$ cat config.mk
export PLATFORM = sky130hd
export DESIGN_NAME = ext_data_bus_seq_flat
export DESIGN_NICKNAME = d
export VERILOG_FILES = /design/src/rtl/ext_bus_pkg.sv /design/src/rtl/ext_data_bus_seq_if.sv /design/src/rtl/ext_bus_wait_ctr.sv /design/src/rtl/ext_data_bus_seq.sv /design/src/flat_wrapper.sv
export SDC_FILE = /design/constraint.sdc
export NUM_CORES = 1
export LEC_CHECK = 0
export ABC_CLOCK_PERIOD_IN_PS = 5500
export BUFFER_PORTS_ARGS = -buffer_cell sky130_fd_sc_hd__buf_2
export CAP_MARGIN = 25
export CORE_MARGIN = 2
export CORE_UTILIZATION = 51
export CTS_BUF_LIST = sky130_fd_sc_hd__clkbuf_16
export DETAILED_ROUTE_END_ITERATION = 12
export GPL_TIMING_DRIVEN = 0
export PLACE_DENSITY_LB_ADDON = 0.12
export SETUP_SLACK_MARGIN = 0.2
export SKIP_CTS_REPAIR_TIMING = 1
export SLEW_MARGIN = 20
export SYNTH_ARGS = -nofsm -noshare
export SYNTH_HDL_FRONTEND = slang
export SYNTH_SLANG_ARGS = --single-unit
$ cat constraint.sdc
create_clock -name MasterClock -period 5.5 [get_ports MasterClock]
set_clock_uncertainty 0.15 [all_clocks]
set_input_delay 0.275 -clock MasterClock [delete_from_list [all_inputs] [get_ports MasterClock]]
set_output_delay 0.275 -clock MasterClock [all_outputs]
set_load 0.05 [all_outputs]
$ cat src/rtl/ext_bus_pkg.sv
// rtl/ext_bus_pkg.sv - shared types and defaults for the external data-bus sequencer
package ext_bus_pkg;

    localparam int DW_DEFAULT   = 16;
    localparam int WAIT_DEFAULT = 2;
    localparam int TURN_DEFAULT = 1;

    // Level of nrd/nwr when no strobe is asserted
    localparam logic STROBE_OFF = 1'b1;

    typedef enum logic [2:0] {
        ST_IDLE,
        ST_SETUP,
        ST_STROBE,
        ST_HOLD,
        ST_TURN
    } BusState;

endpackage

$ cat src/rtl/ext_data_bus_seq_if.sv
// rtl/ext_data_bus_seq_if.sv - request handshake and pad-side bus signals of the sequencer
interface ext_data_bus_seq_if import ext_bus_pkg::*; #(
    parameter int DW = DW_DEFAULT
) ();

    logic          req;
    logic          we;
    logic [DW-1:0] wdata;
    logic          ack;
    logic [DW-1:0] rdata;
    logic          busy;
    logic [DW-1:0] pad_a;
    logic [DW-1:0] pad_tn;
    logic [DW-1:0] pad_zi;
    logic          nrd;
    logic          nwr;

    // Sequencer side: takes requests and pad return data, drives pads and strobes
    modport slave (
        input  req, we, wdata, pad_zi,
        output ack, rdata, busy, pad_a, pad_tn, nrd, nwr
    );

    // Requester / pad-model side
    modport master (
        output req, we, wdata, pad_zi,
        input  ack, rdata, busy, pad_a, pad_tn, nrd, nwr
    );

endinterface

$ cat src/rtl/ext_bus_wait_ctr.sv
// rtl/ext_bus_wait_ctr.sv - 4-bit loadable down-counter with zero flag for WAIT and TURN timing
module ext_bus_wait_ctr (
    input  logic       MasterClock,
    input  logic       RESET,
    input  logic       load,
    input  logic [3:0] loadValue,
    input  logic       dec,
    output logic       zero
);

    logic [3:0] count;

    // Load has priority; decrement saturates at zero so STROBE can idle here while extended
    always_ff @(posedge MasterClock or posedge RESET) begin
        if (RESET) begin
            count <= 4'd0;
        end else if (load) begin
            count <= loadValue;
        end else if (dec && (count != 4'd0)) begin
            count <= count - 4'd1;
        end
    end

    assign zero = (count == 4'd0);

endmodule

$ cat src/rtl/ext_data_bus_seq.sv
// rtl/ext_data_bus_seq.sv - external data-bus cycle sequencer (optional EXT_READY_EN ready extension)
module ext_data_bus_seq import ext_bus_pkg::*; #(
    parameter int DW   = DW_DEFAULT,
    parameter int WAIT = WAIT_DEFAULT,
    parameter int TURN = TURN_DEFAULT
) (
    input  logic                    MasterClock,
    input  logic                    RESET,
    ext_data_bus_seq_if.slave       bus
`ifdef EXT_READY_EN
    ,
    input  logic                    ext_ready
`endif
);

    // Counter preloads: the counter reaches zero on the last cycle of the phase
    localparam logic [3:0] WAIT_LOAD = 4'(WAIT - 1);
    localparam logic [3:0] TURN_LOAD = (TURN > 0) ? 4'(TURN - 1) : 4'd0;

    BusState       state;
    BusState       nextState;
    logic          isWrite;
    logic [DW-1:0] padA;
    logic [DW-1:0] padTn;
    logic [DW-1:0] rdataReg;
    logic          nrdReg;
    logic          nwrReg;
    logic          ackReg;
    logic          busyReg;

    logic [DW-1:0] nextTn;
    logic          nextNrd;
    logic          nextNwr;
    logic          nextAck;
    logic          accept;
    logic          captureRead;
    logic          ctrLoad;
    logic [3:0]    ctrValue;
    logic          ctrDec;
    logic          ctrZero;
    logic          readyOk;

`ifdef EXT_READY_EN
    logic readyMeta;
    logic readySync;

    // Two-flop synchroniser; resets to ready so a tied-high ext_ready never stretches STROBE
    always_ff @(posedge MasterClock or posedge RESET) begin
        if (RESET) begin
            readyMeta <= 1'b1;
            readySync <= 1'b1;
        end else begin
            readyMeta <= ext_ready;
            readySync <= readyMeta;
        end
    end

    assign readyOk = readySync;
`else
    assign readyOk = 1'b1;
`endif

    ext_bus_wait_ctr u_wait_ctr (
        .MasterClock (MasterClock),
        .RESET       (RESET),
        .load        (ctrLoad),
        .loadValue   (ctrValue),
        .dec         (ctrDec),
        .zero        (ctrZero)
    );

    // Next state and next registered pad/strobe values for the coming cycle
    always_comb begin
        nextState   = state;
        nextTn      = '0;
        nextNrd     = STROBE_OFF;
        nextNwr     = STROBE_OFF;
        nextAck     = 1'b0;
        accept      = 1'b0;
        captureRead = 1'b0;
        ctrLoad     = 1'b0;
        ctrValue    = 4'd0;
        ctrDec      = 1'b0;
        case (state)
            ST_IDLE: begin
                if (bus.req) begin
                    accept    = 1'b1;
                    nextState = ST_SETUP;
                    nextTn    = {DW{bus.we}};
                end
            end
            ST_SETUP: begin
                nextState = ST_STROBE;
                ctrLoad   = 1'b1;
                ctrValue  = WAIT_LOAD;
                nextTn    = {DW{isWrite}};
                nextNrd   = isWrite ? STROBE_OFF : 1'b0;
                nextNwr   = isWrite ? 1'b0 : STROBE_OFF;
            end
            ST_STROBE: begin
                nextTn = {DW{isWrite}};
                if (ctrZero && readyOk) begin
                    nextState   = ST_HOLD;
                    nextAck     = 1'b1;
                    // pad_zi now carries the pin value seen during the strobe, so rdata is valid with ack
                    captureRead = !isWrite;
                end else begin
                    ctrDec  = 1'b1;
                    nextNrd = isWrite ? STROBE_OFF : 1'b0;
                    nextNwr = isWrite ? 1'b0 : STROBE_OFF;
                end
            end
            ST_HOLD: begin
                if (!isWrite && (TURN > 0)) begin
                    nextState = ST_TURN;
                    ctrLoad   = 1'b1;
                    ctrValue  = TURN_LOAD;
                end else begin
                    nextState = ST_IDLE;
                end
            end
            ST_TURN: begin
                if (ctrZero) begin
                    nextState = ST_IDLE;
                end else begin
                    ctrDec = 1'b1;
                end
            end
            default: nextState = ST_IDLE;
        endcase
    end

    // State and output registers; reset releases the bus at once
    always_ff @(posedge MasterClock or posedge RESET) begin
        if (RESET) begin
            state    <= ST_IDLE;
            isWrite  <= 1'b0;
            padA     <= '0;
            padTn    <= '0;
            rdataReg <= '0;
            nrdReg   <= STROBE_OFF;
            nwrReg   <= STROBE_OFF;
            ackReg   <= 1'b0;
            busyReg  <= 1'b0;
        end else begin
            state   <= nextState;
            padTn   <= nextTn;
            nrdReg  <= nextNrd;
            nwrReg  <= nextNwr;
            ackReg  <= nextAck;
            busyReg <= (nextState != ST_IDLE);
            if (accept) begin
                isWrite <= bus.we;
                if (bus.we) begin
                    padA <= bus.wdata;
                end
            end
            if (captureRead) begin
                rdataReg <= ~bus.pad_zi;
            end
        end
    end

    assign bus.pad_a  = padA;
    assign bus.pad_tn = padTn;
    assign bus.rdata  = rdataReg;
    assign bus.nrd    = nrdReg;
    assign bus.nwr    = nwrReg;
    assign bus.ack    = ackReg;
    assign bus.busy   = busyReg;

endmodule

$ cat src/flat_wrapper.sv
// flat-port wrapper written by rule: the top's interface ports become plain ports
module ext_data_bus_seq_flat import ext_bus_pkg::*;
#(
    parameter int DW   = DW_DEFAULT,
    parameter int WAIT = WAIT_DEFAULT,
    parameter int TURN = TURN_DEFAULT
)
  (MasterClock, RESET, bus_req, bus_we, bus_wdata, bus_pad_zi, bus_ack, bus_rdata, bus_busy, bus_pad_a, bus_pad_tn, bus_nrd, bus_nwr);
  ext_data_bus_seq_if #(.DW(DW)) bus_i ();
  input  logic MasterClock;
  input  logic RESET;
  input wire logic [$bits(bus_i.req)-1:0] bus_req;
  input wire logic [$bits(bus_i.we)-1:0] bus_we;
  input wire logic [$bits(bus_i.wdata)-1:0] bus_wdata;
  input wire logic [$bits(bus_i.pad_zi)-1:0] bus_pad_zi;
  output wire logic [$bits(bus_i.ack)-1:0] bus_ack;
  output wire logic [$bits(bus_i.rdata)-1:0] bus_rdata;
  output wire logic [$bits(bus_i.busy)-1:0] bus_busy;
  output wire logic [$bits(bus_i.pad_a)-1:0] bus_pad_a;
  output wire logic [$bits(bus_i.pad_tn)-1:0] bus_pad_tn;
  output wire logic [$bits(bus_i.nrd)-1:0] bus_nrd;
  output wire logic [$bits(bus_i.nwr)-1:0] bus_nwr;
  assign bus_i.req = bus_req;
  assign bus_i.we = bus_we;
  assign bus_i.wdata = bus_wdata;
  assign bus_i.pad_zi = bus_pad_zi;
  assign bus_ack = bus_i.ack;
  assign bus_rdata = bus_i.rdata;
  assign bus_busy = bus_i.busy;
  assign bus_pad_a = bus_i.pad_a;
  assign bus_pad_tn = bus_i.pad_tn;
  assign bus_nrd = bus_i.nrd;
  assign bus_nwr = bus_i.nwr;
  ext_data_bus_seq #(.DW(DW), .WAIT(WAIT), .TURN(TURN)) u_core (.MasterClock(MasterClock), .RESET(RESET), .bus(bus_i));
endmodule
# Word-level counts from Yosys, hierarchy flattened
# Index checks and enable logic that the tools add are counted.
# totals
mem_bits_ro	0
in_bits	36
wordCells	51
ff_bits	60
mem_bits_rw	0
latch_bits	0
out_inout_bits	52
n_memories	0
# op_classes
reduce_logical	10
n_lt_le_gt_ge	0
n_shift	0
addsub	1
n_div	0
n_mul	0
bitwise_logic	1
n_eq_ne	4
mux	25
# ops
op	n
$pmux W16 S2	1
$mux W16	1
$not A16 Y16	1
$pmux W3 S5	1
$mux W1	13
$mux W3	4
$mux W4	2
$eq A3 B2 Y1 const B	2
$pmux W1 S2	3
$logic_not A4 Y1	1
$reduce_bool A4 Y1	1
$reduce_or A2 Y1	2
$sub A4 B1 Y4 const B	1
$eq A3 B1 Y1 const B	1
$eq A3 B3 Y1 const B	1
$logic_not A3 Y1	1
$reduce_bool A3 Y1	1
$reduce_and A2 Y1	1
$reduce_bool A2 Y1	1
$logic_and A1 B1 Y1	1
$logic_not A1 Y1	1

# Depth between registers and ports, before layout
# depth
word_depth	6
mapped_depth	7
ltp_nobuf	5

# By module
# Synthesis repeated with hierarchy kept, for this count alone.
# unflattened
hier_cells	165
hier_area_um2	2053.2
# modules_own_cells
mod	n_inst	seq_area_each_um2	area_per_inst_um2	cells_per_inst
ext_data_bus_seq	1	1028.5	1791.7	137
ext_bus_wait_ctr	1	100.1	261.5	28

# Worst setup path before layout
# OpenSTA, ideal clock, no wires.
# synth_timing
path_kind	register to register
startpoint	register u_core.u_wait_ctr.count[0]
endpoint	register u_core.u_wait_ctr.count[0]
stages_incl_launch_ff	6
setup_time_ps	129
arrival_time_ps	1587
path_slack_ps	3634
required_time_ps	5221
n_path_buf	0
period_less_slack_ps	1866
path_cell_list	dfrtp_1 -> inv_1 -> ha_1 -> or3b_4 -> a41o_1 -> a2111o_1
# synth_via
elab_chain_len	5
word_cells_on_any_way	9
classes_between	add/sub (1); mux (4); reduce/logical (4)
# synth_lines
item	line	source
start: declaration	ext_bus_wait_ctr.sv:11	logic [3:0] count;
start signal: assignment	ext_bus_wait_ctr.sv:18	count <= loadValue;
start signal: assignment	ext_bus_wait_ctr.sv:20	count <= count - 4'd1;
parallel branches: the longest is 5 deep, another holds $sub A4 B1 Y4	n/a	
# Several ways; the timed one is not identified. The select of a mux whose other input is x is not followed.
# A chain may end at the register's enable or synchronous reset.

# Worst setup path in the final report
# layout_timing
startpoint	register u_core.u_wait_ctr.count[0]
endpoint	register u_core.rdataReg[3] (netlist: u_core.bus.rdata[3])
# layout_via
elab_chain_len	3
# layout_lines
item	line	source
$logic_not A4 Y1	ext_bus_wait_ctr.sv:24	assign zero = (count == 4'd0);
$mux W1	ext_data_bus_seq.sv:102	if (ctrZero && readyOk) begin
$mux W1	ext_data_bus_seq.sv:84	case (state)
end signal: assignment	ext_data_bus_seq.sv:159	rdataReg <= ~bus.pad_zi;
end: declaration	ext_data_bus_seq.sv:25	logic [DW-1:0] rdataReg;
# No other way between the ends.

==> results by group <==
Status
  – Outcome: finished, final reports clean

Worst setup path
  – CP required: 5.55 ns
  – R2R Path Start: u_core.u_wait_ctr.count[0]
  – CP startpoint kind: register
  – R2R depth: 7
  – Reg2Reg Setup Slack: around 3.4 ns
  – Critical Setup Path Class: reg -> reg
  – CP Capture Type: register
  – Worst-path maximum fanout: 10
  – CP Data Arrival Time: between 2 and 2.5 ns
  – Reg-to-reg endpoint: u_core.bus.rdata[3]

STA
  – Final-report setup violation count: 0
  – Fin crit share: 0.379
  – RSZ-0062 raised after global routing: false
  – Max Clock Freq: 479 MHz
  – Slew @ Worst Pin: around 0.44 ns
  – Final number of max-transition violations: 0
  – Setup TNS: 0 ns
  – Worst slew margin: 0.707
  – Endpoints failing hold: 0
  – Crit path time final: 2.09 ns

Final layout
  – Final Util: 0.699
  – Area growth syn-to-layout: 33.8%
  – Final Net Count: roughly 300
  – Share of post-route cells with drive strength above 1: 0.529
  – Antenna diode count: 0

Route
  – Vias: about 1,500
  – WL final: between 3 and 4 mm
  – Avg WL per Cell: 12.5 um
  – Vias per cell: 4.84
  – Post-route ant nets: 0
  – First drt pass iteration count: 4
  – Residual DRC: 0
  – Initial drt markers: 35

Hold path
  – Min-Delay Path Depth: 2
  – HP Start: bus_pad_zi[8]
  – Hold EP: u_core.bus.rdata[8]
  – Tightest Hold Check Type: in -> reg

Logic synthesis
  – Async SR Flop Fraction: 1.00
  – Cell taking the most area after synthesis: dfrtp_1
  – Yosys top cell area share: 0.527
  – Synthesized Nets: 203
  – Synth Register Bits: 45
  – Mapped Area: around 2000 sq um
  – Top post-synthesis cells by area: dfrtp_1 (53%), mux2i_1 (9.8%), mux2_2 (8.8%)
  – Synth cell types: 34
  – Synth warn: 0
  – Syn_area_per_cell: roughly 12 sq um
  – EDFF count, synth: 0
  – Main synth FF type: dfrtp_1
  – Synth cell count leaders: dfrtp_1 (43), inv_1 (22), mux2i_1 (20)
  – Top-count cell post-synth: dfrtp_1
  – Post-synthesis sequential area ratio: 0.552
  – Syn Inst Count: 166

Placed design
  – Final weighted congestion in routability-driven placement: around 0.85
  – IO buf count: a little under 90
  – Detailed placement HPWL: approximately 2.9 mm

Clocking
  – Maximum clock path buffer count: 2
  – Clock sinks: 45
  – CTS tree: done
  – Cts bufs inserted: 5
  – Clk root buf: clkbuf_16
  – H-tree depth: 2
  – Clock Latency Late Sink: ~0.28 ns
  – Clock-pin slew on the worst setup and hold paths: about 0.060 ns

Global route
  – Grt total ovfl: 0
  – GRT Util Overall: 0.179
  – Initial antenna violation count: 0
  – Vias in the first global route: 1,316
  – Largest net degree at the start of global routing: 33
  – First-pass GRT wire length: ~6 mm

Floorplanning
  – Die area: between 4000 and 5000 sq um
  – Die W: a little under 70 um
  – Io pins: slightly below 90
  – Die Height: roughly 67 um
  – Core area: about 3900 sq um
  – Rows: 23
  – Initial core utilization: 0.522

Flow run
  – Max cap viols: 0
-- cell usage in the layout, fill, tap and decap left out, types with 2 or more instances in the layout --
master	instances
dfstp_2	2
nand3_1	3
nand2_1	3
nor2_1	3
nand3b_1	2
clkbuf_16	5
mux2_2	16
inv_1	22
nor3_1	3
buf_2	91
buf_4	16
o21ai_0	4
dfrtp_1	43
nand2b_1	4
mux2i_1	20
o41ai_1	2
-- cell families after synthesis --
group           after synthesis  synth area share
mux                          36             0.186
buf+inv                      43             0.115
compound gates               11            0.0429
simple gates                 28            0.0894
flops                        45             0.552
fa+ha+maj                     1           0.00612
xor+xnor                      2           0.00857
-- critical path, cell delays in order, from the launching register on --
cell,delay (ns)
dfrtp_1,0.44
inv_1,0.08
ha_1,0.17
nor3b_2,0.33
and4b_1,0.24
buf_4,0.18
buf_6,0.19
mux2i_1,0.22
-- per-stage QoR --
step,area (sq um),worst slack (ns),hold slack (ns),cells
CTS,2720,3.39,-0.199,312
finish,2730,3.41,0.0118,313
global route,2730,3.27,0.00562,313
floorplan,2040,3.63,0.218,166
detailed placement,2560,3.41,0.102,304
global placement,2540,3.41,0.301,303
-- flip-flops by register name, indices dropped and copies added (netlist names) --
register,flops
u_core.bus.pad_a,16
u_core.bus.rdata,16
u_core.u_wait_ctr.count,4
u_core.state,3
u_core.bus.ack,1
u_core.bus.busy,1
u_core.bus.nrd,1
u_core.bus.nwr,1
u_core.bus.pad_tn,1
u_core.isWrite,1
-- worst max-delay path by stage --
stage / from / end
2_1_floorplan: u_core.u_wait_ctr.count[0] / u_core.u_wait_ctr.count[0]
3_3_place_gp: u_core.u_wait_ctr.count[0] / u_core.bus.rdata[4]
3_5_place_dp: u_core.u_wait_ctr.count[0] / u_core.bus.rdata[4]
4_1_cts: u_core.u_wait_ctr.count[0] / u_core.bus.rdata[3]
5_1_grt: u_core.u_wait_ctr.count[0] / u_core.bus.rdata[3]
6_report: u_core.u_wait_ctr.count[0] / u_core.bus.rdata[3]
-- area by class of cell --
class                           count  area, sq um
Tap cell                           50         62.6
Fill cell                         316         1180
Clock buffer                        5          125
Buffer                             21          151
Multi-Input combinational cell     78          681
Inverter                           22         82.6
Timing Repair Buffer               89          465
Clock inverter                      3         37.5
Sequential cell                    45         1130
-- routing by layer --
layer | GRT usage | share of wire | vias up
met2 | 0.287 | 0.46 | 70
li1 | - | - | 734
met4 | 0.0612 | 0.011 | 0
met1 | 0.228 | 0.44 | 706
met5 | 0 | 0 | -
met3 | 0.0600 | 0.087 | 6
Power is not shown: default switching activity piles up to over one toggle a cycle in this logic, so the estimate is an artifact.
